===== src/rtl/muldiv_pkg.sv =====
`default_nettype none
// ============================================================================
// Module   : muldiv_pkg
// Purpose  : Shared opcode constants and sequencer state encoding for the
//            MUL/DIV control sequencer.
// Contents : OP_MUL, OP_DIV  - the two ALU op codes the sequencer accepts
//            state_t         - sequencer states, 3-bit encoding
// Revision : 1.0 - initial release
// ============================================================================
package muldiv_pkg;

    localparam logic [4:0] OP_MUL = 5'b01010;
    localparam logic [4:0] OP_DIV = 5'b01011;

    typedef enum logic [2:0] {
        IDLE = 3'd0,
        T_Y  = 3'd1,
        T_OP = 3'd2,
        T_LO = 3'd3,
        T_HI = 3'd4,
        DONE = 3'd5
    } state_t;

endpackage
`default_nettype wire


===== src/rtl/reg_onehot_dec.sv =====
`default_nettype none
// ============================================================================
// Module   : reg_onehot_dec
// Purpose  : Register index to one-hot bus-out enable decoder.
// Ports    : idx    in  RSELW  register index
//            en     in  1      decoder enable; all outputs 0 when low
//            onehot out NREGS  one-hot enable vector (never multi-hot)
// Revision : 1.0 - initial release
// ============================================================================
module reg_onehot_dec #(
    parameter int NREGS = 16,
    parameter int RSELW = 4
) (
    input  logic [RSELW-1:0] idx,
    input  logic             en,
    output logic [NREGS-1:0] onehot
);

    // Indices beyond NREGS-1 select nothing rather than aliasing a register.
    for (genvar i = 0; i < NREGS; i++) begin : g_bit
        assign onehot[i] = en && (idx == RSELW'(i));
    end

endmodule
`default_nettype wire


===== src/rtl/muldiv_control_seq.sv =====
`default_nettype none
// ============================================================================
// Module   : muldiv_control_seq
// Purpose  : Multicycle control sequencer for MUL/DIV on data_path.
//            Sequence: rA->Y, rB + ALU op -> Z(64), Zlow->LO, Zhigh->HI.
// Ports    : Clock     in   system clock (rising edge)
//            clear     in   asynchronous reset, active-low
//            start     in   request, sampled only in IDLE
//            opcode    in   OP_MUL / OP_DIV, captured with start
//            ra, rb    in   source register indices, captured with start
//            bus_data  in   data_path BusOut (zero trap only)
//            busy      out  state != IDLE
//            done      out  one-cycle pulse at sequence end
//            err_op    out  one-cycle pulse after start with illegal opcode
//            div_zero  out  one-cycle pulse with done on trapped divide
//            op        out  ALU op, held from T_OP to DONE, else 0
//            Rout      out  one-hot register bus-out enables
//            Yin, ZHighin, Zlowin, Zhighout, Zlowout, HIin, LOin
//                      out  data_path strobes
// Config   : MULDIV_ZERO_TRAP_EN - divide by zero (bus_data==0 in T_OP)
//            jumps T_OP->DONE and raises div_zero with done.
// Revision : 1.0 - initial release
// ============================================================================
module muldiv_control_seq
    import muldiv_pkg::*;
#(
    parameter int NREGS = 16,
    parameter int OPW   = 5,
    parameter int RSELW = 4
) (
    input  logic             Clock,
    input  logic             clear,
    input  logic             start,
    input  logic [OPW-1:0]   opcode,
    input  logic [RSELW-1:0] ra,
    input  logic [RSELW-1:0] rb,
    input  logic [31:0]      bus_data,
    output logic             busy,
    output logic             done,
    output logic             err_op,
    output logic             div_zero,
    output logic [OPW-1:0]   op,
    output logic [NREGS-1:0] Rout,
    output logic             Yin,
    output logic             ZHighin,
    output logic             Zlowin,
    output logic             Zhighout,
    output logic             Zlowout,
    output logic             HIin,
    output logic             LOin
);

    state_t           state_q, state_d;
    logic [RSELW-1:0] ra_q, rb_q;
    logic [OPW-1:0]   opc_q;
    logic             load;
    logic             err_d;
    logic             dz_d;
    logic             legal;
    logic [RSELW-1:0] dec_idx;
    logic             dec_en;

    assign legal = (opcode == OPW'(OP_MUL)) || (opcode == OPW'(OP_DIV));

`ifndef MULDIV_ZERO_TRAP_EN
    logic unused_bus;
    assign unused_bus = ^bus_data;
`endif

    // Next-state logic and the pulse flags that are registered alongside it.
    always_comb begin
        state_d = state_q;
        load    = 1'b0;
        err_d   = 1'b0;
        dz_d    = 1'b0;
        case (state_q)
            IDLE: begin
                if (start) begin
                    if (legal) begin
                        state_d = T_Y;
                        load    = 1'b1;
                    end else begin
                        err_d = 1'b1;
                    end
                end
            end
            T_Y:  state_d = T_OP;
            T_OP: begin
`ifdef MULDIV_ZERO_TRAP_EN
                // Rout[rb] is driving the bus now, so bus_data is the divisor.
                if ((opc_q == OPW'(OP_DIV)) && (bus_data == 32'd0)) begin
                    state_d = DONE;
                    dz_d    = 1'b1;
                end else begin
                    state_d = T_LO;
                end
`else
                state_d = T_LO;
`endif
            end
            T_LO:    state_d = T_HI;
            T_HI:    state_d = DONE;
            DONE:    state_d = IDLE;
            default: state_d = IDLE;
        endcase
    end

    // State, captured fields and every strobe are registered; strobes are
    // computed from the next state so they are valid in the state's own cycle.
    always_ff @(posedge Clock or negedge clear) begin
        if (!clear) begin
            state_q  <= IDLE;
            ra_q     <= '0;
            rb_q     <= '0;
            opc_q    <= '0;
            busy     <= 1'b0;
            done     <= 1'b0;
            err_op   <= 1'b0;
            div_zero <= 1'b0;
            op       <= '0;
            Yin      <= 1'b0;
            ZHighin  <= 1'b0;
            Zlowin   <= 1'b0;
            Zhighout <= 1'b0;
            Zlowout  <= 1'b0;
            HIin     <= 1'b0;
            LOin     <= 1'b0;
        end else begin
            state_q <= state_d;
            if (load) begin
                ra_q  <= ra;
                rb_q  <= rb;
                opc_q <= opcode;
            end
            busy     <= (state_d != IDLE);
            done     <= (state_d == DONE);
            err_op   <= err_d;
            div_zero <= dz_d;
            op       <= (state_d == T_OP || state_d == T_LO ||
                         state_d == T_HI || state_d == DONE) ? opc_q : '0;
            Yin      <= (state_d == T_Y);
            ZHighin  <= (state_d == T_OP);
            Zlowin   <= (state_d == T_OP);
            Zlowout  <= (state_d == T_LO);
            LOin     <= (state_d == T_LO);
            Zhighout <= (state_d == T_HI);
            HIin     <= (state_d == T_HI);
        end
    end

    // Decoder inputs are all flops, so Rout has no path from module inputs.
    assign dec_idx = (state_q == T_Y) ? ra_q : rb_q;
    assign dec_en  = (state_q == T_Y) || (state_q == T_OP);

    reg_onehot_dec #(
        .NREGS (NREGS),
        .RSELW (RSELW)
    ) u_dec (
        .idx    (dec_idx),
        .en     (dec_en),
        .onehot (Rout)
    );

endmodule
`default_nettype wire


===== config.mk =====
export PLATFORM = sky130hd
export DESIGN_NAME = muldiv_control_seq
export DESIGN_NICKNAME = d
export VERILOG_FILES = /design/src/rtl/muldiv_pkg.sv /design/src/rtl/reg_onehot_dec.sv /design/src/rtl/muldiv_control_seq.sv
export SDC_FILE = /design/constraint.sdc
export NUM_CORES = 1
export LEC_CHECK = 0
export ABC_AREA = 1
export BUFFER_PORTS_ARGS = -buffer_cell sky130_fd_sc_hd__buf_2
export CAP_MARGIN = 20
export CORE_AREA = 10 10 64 92
export DETAILED_ROUTE_END_ITERATION = 10
export DIE_AREA = 0 0 74 102
export SKIP_CTS_REPAIR_TIMING = 1
export SLEW_MARGIN = 20
export SYNTH_ARGS = -nofsm -noshare
export SYNTH_HDL_FRONTEND = slang
export SYNTH_SLANG_ARGS = --single-unit

===== constraint.sdc =====
create_clock -name Clock -period 4.1 [get_ports Clock]
set_clock_uncertainty 0.2 [all_clocks]
set_input_delay 0.41 -clock Clock [delete_from_list [all_inputs] [get_ports Clock]]
set_output_delay 0.41 -clock Clock [all_outputs]
set_load 0.03 [all_outputs]

; Yosys cells after proc, flatten, opt, wreduce, memory -nomap -nowiden
; Index checks and enable logic that the tools add are counted.
[word_totals]
register_bits = 28
elab_cells = 73
[op_classes]
eq_ne = 26
muxes = 11
n_reduce_logical = 24
[op_table]
columns = op, count
row1 = $eq A4 B4 Y1 const B, 8
row2 = $eq A4 B3 Y1 const B, 4
row3 = $logic_and A1 B1 Y1, 16
row4 = $pmux W3 S5, 1
row5 = $eq A3 B2 Y1 const B, 4
row6 = $eq A5 B4 Y1 const B, 2
row7 = $eq A3 B3 Y1 const B, 3
row8 = $eq A4 B2 Y1 const B, 2
row9 = $eq A3 B1 Y1 const B, 2
row10 = $mux W1, 6
row11 = $mux W3, 2
row12 = $logic_or A1 B1 Y1, 5
row13 = $mux W5, 1
row14 = $eq A4 B1 Y1 const B, 1
row15 = $logic_not A4 Y1, 1
row16 = $mux W4, 1
row17 = $logic_not A3 Y1, 1
row18 = $reduce_bool A3 Y1, 1

; Depth between registers and ports, before layout
; Gate-level depths: netlist (run 1).
[depth]
ltp_word = 10
depth_mapped = 8

; Hierarchy
; A second synthesis (run 1) with hierarchy kept.
[unflattened]
cells_unflattened = 156
area_unflattened_um2 = 1277.5
[by_module_without_submodules]
columns = module, instances, cells_per_inst, area_each_um2, seq_area_each_um2
row1 = muldiv_control_seq, 1, 124, 1151.1, 700.7
row2 = reg_onehot_dec, 1, 32, 126.4, 0.0

; Worst setup path before layout (run 1)
; Ideal clock, no wire load.
[synth_timing]
path_kind = reg2out
startpoint = register state_q[2]
endpoint = output port Rout[12]
t_arrival_ns = 1.440
path_slack_ns = 2.050
stages_incl_launch_ff = 9
path_cell_list = dfrtp_1 buf_6 nor2_4 nand2_4 nand2_1 nand2_2 clkinv_2 nand2_2 nor2_1
[synth_via]
elab_chain_len = 4
word_cells_on_any_way = 6
classes_between = eq/ne (3) / mux (1) / reduce/logical (2)
[synth_rtl]
columns = element, line
row1 = from (decl), muldiv_control_seq.sv:53  ; state_t state_q, state_d;
row2 = from (signal assigned), muldiv_control_seq.sv:129  ; state_q <= state_d;
row3 = $eq A3 B1 Y1, "muldiv_control_seq.sv:152, muldiv_control_seq.sv:153"
row4 = $mux W4, muldiv_control_seq.sv:152  ; assign dec_idx = (state_q == T_Y) ? ra_q : rb_q;
row5 = $eq A4 B4 Y1, reg_onehot_dec.sv:21  ; assign onehot[i] = en && (idx == RSELW'(i));
row6 = $logic_and A1 B1 Y1 *, reg_onehot_dec.sv:21
row7 = to (decl), muldiv_control_seq.sv:43  ; output logic [NREGS-1:0] Rout,
; Every way passes the cells marked *; elsewhere a longest branch is shown, timed or not.

; Final worst setup path (run 1)
[layout_timing]
startpoint = register state_q[2]
endpoint = output port Rout[9]
; Same word-level chain as after synthesis.

==> results by group, run 1 <==
Setup path
  • Buf/Inv on CP: 1
  • Critical path fanouts, max: 10
  • Kind of end point of the critical path: output port
  • CP required: 3.49 ns
  • Startpoint Class: flip-flop
  • Crit path kind: reg -> out
  • Reg2reg start: state_q[0]$_DFF_PN0_
  • CP Cell Sequence: nor2_4 -> nand2_4 -> o21ai_2 -> nand2_1 -> nor2_1 -> buf_2
  • Crit path largest cell delay: 0.52 ns
  • Reg2reg setup slack: 2.28 ns
  • Crit path max-delay cell type: dfrtp_1
  • Crit path arrival time: 1.76 ns
  • R2R cell count: 5
  • Crit Reg-Reg Endpoint: rb_q[2]$_DFFE_PN0P_
  • CP delay by family, top: simple AND/OR/NAND/NOR gates

Place
  • Placed cell count: 251
  • Port Buf Inserts: 46
  • GPL Wtd Cong: 0.724
  • Post-DP Area: 1560 um^2
  • Detailed placer's ending HPWL: 2.32 mm

Layout
  • Fill count: 456
  • Finished Cell Area: 1610 um^2
  • Layout cells sized above 1: 29.7%
  • FF+latch area: 701 um^2
  • Inserted Diodes: 0
  • P&R area growth vs syn: 20.3%
  • Final net count: 259
  • Final Non-Filler Cells: 255
  • Multi-input combinational cell area: 483 um^2

Yosys
  • Cell with the most instances after synthesis: nand2_1
  • Synth Flop Type: dfrtp_1
  • YS warnings: 0
  • Mux share of post-synthesis cell area: 0%
  • Synth Area in XOR/XNOR: 0%
  • Synth Area in Compound Gates: 3.36%
  • Largest family of logic cells by synthesized area: simple AND/OR/NAND/NOR gates
  • Synth area leader: dfrtp_1
  • Synthesized netlist net count: 215
  • Synth cell types: 23
  • Simple logic cell fraction of the synthesized area: 32.4%
  • Cell count after synthesis: 167
  • Post-synth top cells: 55 x nand2_1, 28 x dfrtp_1, 28 x nor2_1
  • EDFF count, synth: 0
  • Area contributors post-synth: dfrtp_1 52%, nand2_1 15%, nor2_1 7.9%
  • #FFs+latches synth: 28
  • Fraction of registers with async set/reset: 100%
  • Post-synthesis cell area: 1340 um^2
  • Post-Synth Adder-Cell Area: 0%
  • Area share of the largest cell type after synthesis: 52.3%
  • Register area share after synthesis: 52.3%
  • Post-Syn Area per Cell: 8.02 um^2

Clock network
  • Root Driver: clkbuf_8
  • H-tree Lvls: 1
  • TritonCTS buffer count: 3
  • CTS tree: built
  • Reg clk slew, reported paths: 0.08 ns
  • Later-pin clock latency in the skew report: 0.26 ns
  • CTS sink cnt: 28
  • Clock Tree Buf Depth: 2

Floorplanning
  • Die width: 74 um
  • Core Area: 4250 um^2
  • Chip Height: 102 um
  • IO Pins: 80
  • Site Rows: 29
  • Die ar.: 7550 um^2
  • Starting density of the core: 31.5%

Global route
  • Global-route wire length before repair: 4.95 mm
  • GR Util All Layers: 8.06%
  • Vias in the first global route: 1135
  • Largest net degree at the start of global routing: 29
  • Remaining global-route overflow: 0
  • Antenna violations before repair: 0

STA
  • Worst hold slack: 0.135 ns
  • Final period util: 57.8%
  • FMAX: 422 MHz
  • Rel. slew slack: 59.7%
  • Hold Fails Final Rpt: 0
  • RSZ-0062 raised after global routing: no
  • Setup Viol. Count Final: 0
  • Worst Tran Pin Value: 0.605 ns
  • Minimum clock period: 2.37 ns
  • Max Slew Vio Count: 0
  • Setup TNS Final: 0 ns

Outcome
  • Outcome: complete, no violations

Worst hold path
  • Worst Hold End: opc_q[0]$_DFFE_PN0P_
  • Hold path startpoint: opcode[0]
  • Min-delay worst type: in -> reg
  • Number of cells on the worst hold path: 3

Flow run
  • Max-cap viol count: 0

Route
  • Avg WL per Cell: 11.1 um
  • Drt pass-1 iters: 2
  • WL final: 2.83 mm
  • Initial DRC count: 26
  • DRC: 0
  • Vias: 1077
  • Antenna viol nets, final: 0
  • Via/cell ratio: 4.22

Power
  • Lkg Pwr: 0.959 nW
  • Pwr Density: 733 nW/um^2
  • Worst vdd ir: 0.357 mV
  • Pwr Total: 1.18 mW
[flip-flops by register name, summed over array words and instances, names as in the netlist, 3 cells and up]
name     count
ra_q         4
state_q      3
opc_q        5
op           5
rb_q         4
[power by group]
| group | switching (mW) | internal [mW] |
|---|---|---|
| combinational | 0.425 | 0.171 |
| clock | 0.0741 | 0.0657 |
| sequential | 0.0699 | 0.375 |
[cell usage in the layout, fill, tap and decap left out]
| master | count |
|---|---|
| nand2_1 | 55 |
| conb_1 | 1 |
| nand3b_1 | 1 |
| o21ai_2 | 1 |
| nand2_4 | 1 |
| clkinv_2 | 1 |
| nand3_2 | 1 |
| nand2_2 | 3 |
| dlygate4sd3_1 | 1 |
| nor2_1 | 28 |
| a21oi_1 | 2 |
| nor2_2 | 1 |
| nand3_1 | 9 |
| clkbuf_8 | 3 |
| o21ai_4 | 1 |
| inv_2 | 2 |
| inv_1 | 20 |
| nand4_2 | 1 |
| buf_2 | 46 |
| dfrtp_1 | 28 |
| nor2_4 | 1 |
| o21ai_0 | 2 |
[stage by stage]
| step | setup slack, ns | util (%) |
|---|---|---|
| after floorplan | 2.05 | - |
| after global placement | 2.00 | 36.7 |
| after detailed placement | 1.99 | 36.7 |
| after CTS | 1.69 | 37.7 |
| after global routing | 1.54 | 37.9 |
| final | 1.73 | 37.9 |
[cells by family after synthesis]
logic type / Yosys count
simple gates: 101
flops: 28
other cells: 1
compound gates: 6
buf+inv: 31
[layout make-up]
cell class | instances | share of cell area (%)
Sequential cell | 28 | 43.5
Clock buffer | 3 | 2.56
Inverter | 23 | 5.44
Multi-Input combinational cell | 108 | 30.0
Timing Repair Buffer | 47 | 14.9
Tap cell | 46 | 3.57
[worst min-delay path, stage by stage]
cell and delay (ns):
buf_2 0.07, nand2_1 0.04, nand2_1 0.04
[layer usage]
layer  GRT usage, %  vias to the layer above  wire length, um
met3           2.72                        2              296
met4           3.88                        0               40
met2           14.7                       28             1430
li1               -                      576                -
met1           7.73                      471             1060
met5              0                        -                0
[how the worst max path moves through the flow]
stage,start,endpoint,slack [ns],cells past startpoint
floorplan,state_q[2]$_DFF_PN0_,Rout[12],2.05,8
global placement,state_q[2]$_DFF_PN0_,Rout[9],2.00,6
detailed placement,state_q[2]$_DFF_PN0_,Rout[10],1.99,6
CTS,state_q[2]$_DFF_PN0_,Rout[10],1.69,6
global route,state_q[2]$_DFF_PN0_,Rout[11],1.54,7
finish,state_q[2]$_DFF_PN0_,Rout[9],1.73,6
Power figures use the tool's default switching activity.
==> run 2: changes to the inputs <==
Settings changed: ABC_AREA 1 to 0, CORE_AREA 10 10 64 92 to 10 10 65 94, DIE_AREA 0 0 74 102 to 0 0 75 104.
Clock period 4.1 ns to 2 ns, I/O delays scaled along.
==> results by group, run 2 <==
Outcome
  • Outcome: complete, but fails checks (was complete, no violations)
  • Failing checks: negative setup slack

STA
  • Final worst-path setup slack: -0.244 ns (was 1.73 ns)
  • Worst hold slack: 0.164 ns (was 0.135 ns)
  • RSZ-0062 raised after global routing: yes (was no)
  • Minimum clock period: 2.24 ns
  • Worst Tran Pin Value: 0.618 ns (was 0.605 ns)
  • Setup TNS Final: -2.00 ns (was 0 ns)
  • Final period util: 112%
  • Hold Fails Final Rpt: 0 (unchanged)
  • Rel. slew slack: 58.8% (was 59.7%)
  • Setup Viol. Count Final: 16 (was 0)
  • FMAX: 446 MHz
  • Max Slew Vio Count: 0 (unchanged)

Layout
  • Top Registers: op x5, opc_q x5 (unchanged)
  • Layout cells sized above 1: 45.4% (was 29.7%)
  • Most common cell after layout, fill and taps aside: buf_2 (was nand2_1)
  • P&R area growth vs syn: 43.4% (was 20.3%)
  • Most frequent cells in the layout: 30 x buf_2, 28 x dfrtp_1, 18 x buf_4 (was 55 x nand2_1, 46 x buf_2, 28 x dfrtp_1, 28 x nor2_1, 20 x inv_1)
  • Multi-input combinational cell area: 728 um^2 (was 483 um^2)
  • FF+latch area: 701 um^2 (unchanged)
  • Fill count: 416 (was 456)
  • Inserted Diodes: 0 (unchanged)
  • Final net count: 245 (was 259)

Floorplanning
  • Core Area: 4470 um^2 (was 4250 um^2)
  • Die width: 75 um (was 74 um)
  • IO Pins: 80 (unchanged)
  • Site Rows: 30 (was 29)
  • Die ar.: 7800 um^2 (was 7550 um^2)
  • Starting density of the core: 32.0% (was 31.5%)
  • Chip Height: 104 um (was 102 um)

Setup path
  • Startpoint Class: flip-flop (unchanged)
  • Crit path kind: reg -> out (unchanged)
  • Kind of end point of the critical path: output port (unchanged)
  • Crit path arrival time: 1.84 ns (was 1.76 ns)
  • Critical path fanouts, max: 2 (was 10)
  • CP required: 1.60 ns (was 3.49 ns)

Yosys
  • Post-Synth Adder-Cell Area: 0% (unchanged)
  • Post-synthesis cell area: 1430 um^2 (was 1340 um^2)
  • #FFs+latches synth: 28 (unchanged)
  • Area contributors post-synth: dfrtp_1 49%, mux2_2 7.1%, a21oi_1 5.9% (was dfrtp_1 52%, nand2_1 15%, nor2_1 7.9%)
  • Synth Area in Compound Gates: 8.57% (was 3.36%)
  • Register area share after synthesis: 49.0% (was 52.3%)
  • Simple logic cell fraction of the synthesized area: 27.4% (was 32.4%)
  • Cell with the most instances after synthesis: dfrtp_1 (was nand2_1)
  • Synth Flop Type: dfrtp_1 (unchanged)
  • EDFF count, synth: 0 (unchanged)
  • Post-Syn Area per Cell: 10.3 um^2 (was 8.02 um^2)
  • Mux share of post-synthesis cell area: 7.78% (was 0%)
  • Synth cell types: 32 (was 23)
  • Post-synth top cells: 28 x dfrtp_1, 17 x a21oi_1, 9 x mux2_2 (was 55 x nand2_1, 28 x dfrtp_1, 28 x nor2_1)
  • Largest family of logic cells by synthesized area: simple AND/OR/NAND/NOR gates (unchanged)
  • Synthesized netlist net count: 187 (was 215)
  • Synth area leader: dfrtp_1 (unchanged)
  • YS warnings: 0 (unchanged)
  • Cell count after synthesis: 139 (was 167)
  • Synth Area in XOR/XNOR: 1.22% (was 0%)
  • Area share of the largest cell type after synthesis: 49.0% (was 52.3%)
  • Fraction of registers with async set/reset: 100% (unchanged)

Route
  • DRC: 0 (unchanged)
  • Via/cell ratio: 4.87 (was 4.22)
  • Antenna viol nets, final: 0 (unchanged)
  • Drt pass-1 iters: 4 (was 2)
  • Top Metal Used: met4 (unchanged)
  • WL final: 3.72 mm (was 2.83 mm)
  • Avg WL per Cell: 15.3 um (was 11.1 um)
  • DRT met1 WL: 1.60 mm (was 1.06 mm)
  • Routed met2 length: 1.83 mm (was 1.43 mm)
  • Initial DRC count: 18 (was 26)
  • Met3 wire length: 249 um (was 296 um)
  • Vias: 1189 (was 1077)

Flow run
  • Max-cap viol count: 0 (unchanged)

Worst hold path
  • Min-delay worst type: in -> reg (unchanged)

Place
  • GPL Wtd Cong: 0.822 (was 0.724)
  • Pre-CTS setup slack: 0.0244 ns (was 1.99 ns)
  • Port Buf Inserts: 46 (unchanged)
  • Detailed placer's ending HPWL: 2.71 mm (was 2.32 mm)

Global route
  • Remaining global-route overflow: 0 (unchanged)
  • Global-route wire length before repair: 6.02 mm (was 4.95 mm)
  • GR Util All Layers: 9.50% (was 8.06%)
  • Antenna violations before repair: 0 (unchanged)
  • Largest net degree at the start of global routing: 29 (unchanged)
  • Vias in the first global route: 1197 (was 1135)

Power
  • Lkg Pwr: 0.950 nW (was 0.959 nW)
  • Worst vdd ir: 0.832 mV (was 0.357 mV)
  • Pwr Density: 1450 nW/um^2 (was 733 nW/um^2)

Clock network
  • CTS tree: built (unchanged)
  • CTS sink cnt: 28 (unchanged)
  • TritonCTS buffer count: 3 (unchanged)
  • Reg clk slew, reported paths: 0.10 ns (was 0.08 ns)
  • H-tree Lvls: 1 (unchanged)
  • Later-pin clock latency in the skew report: 0.28 ns (was 0.26 ns)
  • Root Driver: clkbuf_8 (unchanged)
  • Clock Tree Buf Depth: 2 (unchanged)
==> run 2: changes by cell type after synthesis, moves of 8 or more <==
cell      change
a21oi_1      +15
mux2_2        +9
and2_1        +8
nor2_1       -21
inv_1        -18
clkbuf_1      +8
nand2_1      -47
==> run 2: cells by family (layout without fill, tap and decap cells) <==
group / after synthesis / in the layout
xor gates and xnor gates: 2 / 2
DFF: 28 / 28
other: 1 / 1
muxes: 10 / 10
buffers and inverters: 16 / 73
AOI/OAI and AO/OA: 22 / 22
and+or+nand+nor: 60 / 60
==> run 2: final cells by class <==
cell class              count  area share [%]
clock buffers               3            2.01
clock inverters             1            1.46
inverters                   2           0.366
multi-input cells          95            35.5
flip-flops and latches     28            34.1
well taps                  48            2.93
repair buffers             67            23.6
==> run 2: path summary, 6_finish.rpt <==
path	slack, ns	end	start	cells after the start
setup / recovery	-0.24	Rout[0]	state_q[1]$_DFF_PN0_	4
hold / removal	0.16	err_op$_DFF_PN0_	opcode[3]	3
setup reg to reg	0.18	rb_q[3]$_DFFE_PN0P_	state_q[1]$_DFF_PN0_	4
hold reg to reg	0.28	opc_q[3]$_DFFE_PN0P_	opc_q[3]$_DFFE_PN0P_	1
max in group asynchronous	0.93	state_q[1]$_DFF_PN0_	clear	2
min in group asynchronous	0.27	Yin$_DFF_PN0_	clear	2
==> run 2: through the flow <==
stage	power [mW]	instance area, um^2	util [%]	cells
finish	2.99	2050	46.0	244
global route	3.20	2050	46.0	244
CTS	2.88	1840	41.2	233
detailed placement	2.43	1770	39.6	229
global placement	2.41	1770	39.6	229
floorplan	2.03	1480	-	139
==> run 2: critical path: stages (launching register included) <==
cell     delay [ns]
dfrtp_1        0.39
or3b_4         0.40
or4_4          0.47
a21oi_4        0.17
buf_6          0.14
==> run 2: layer usage <==
metal / global-route usage [%] / vias up
met4: 3.26 / 0
met1: 11.0 / 564
met5: 0 / -
met3: 4.01 / 4
met2: 15.0 / 27
li1: - / 594
==> run 2: power breakdown <==
group          internal (mW)  switching [mW]  total (mW)
logic                  0.656           0.907        1.56
clock network          0.268           0.182       0.451
registers              0.771           0.202       0.973
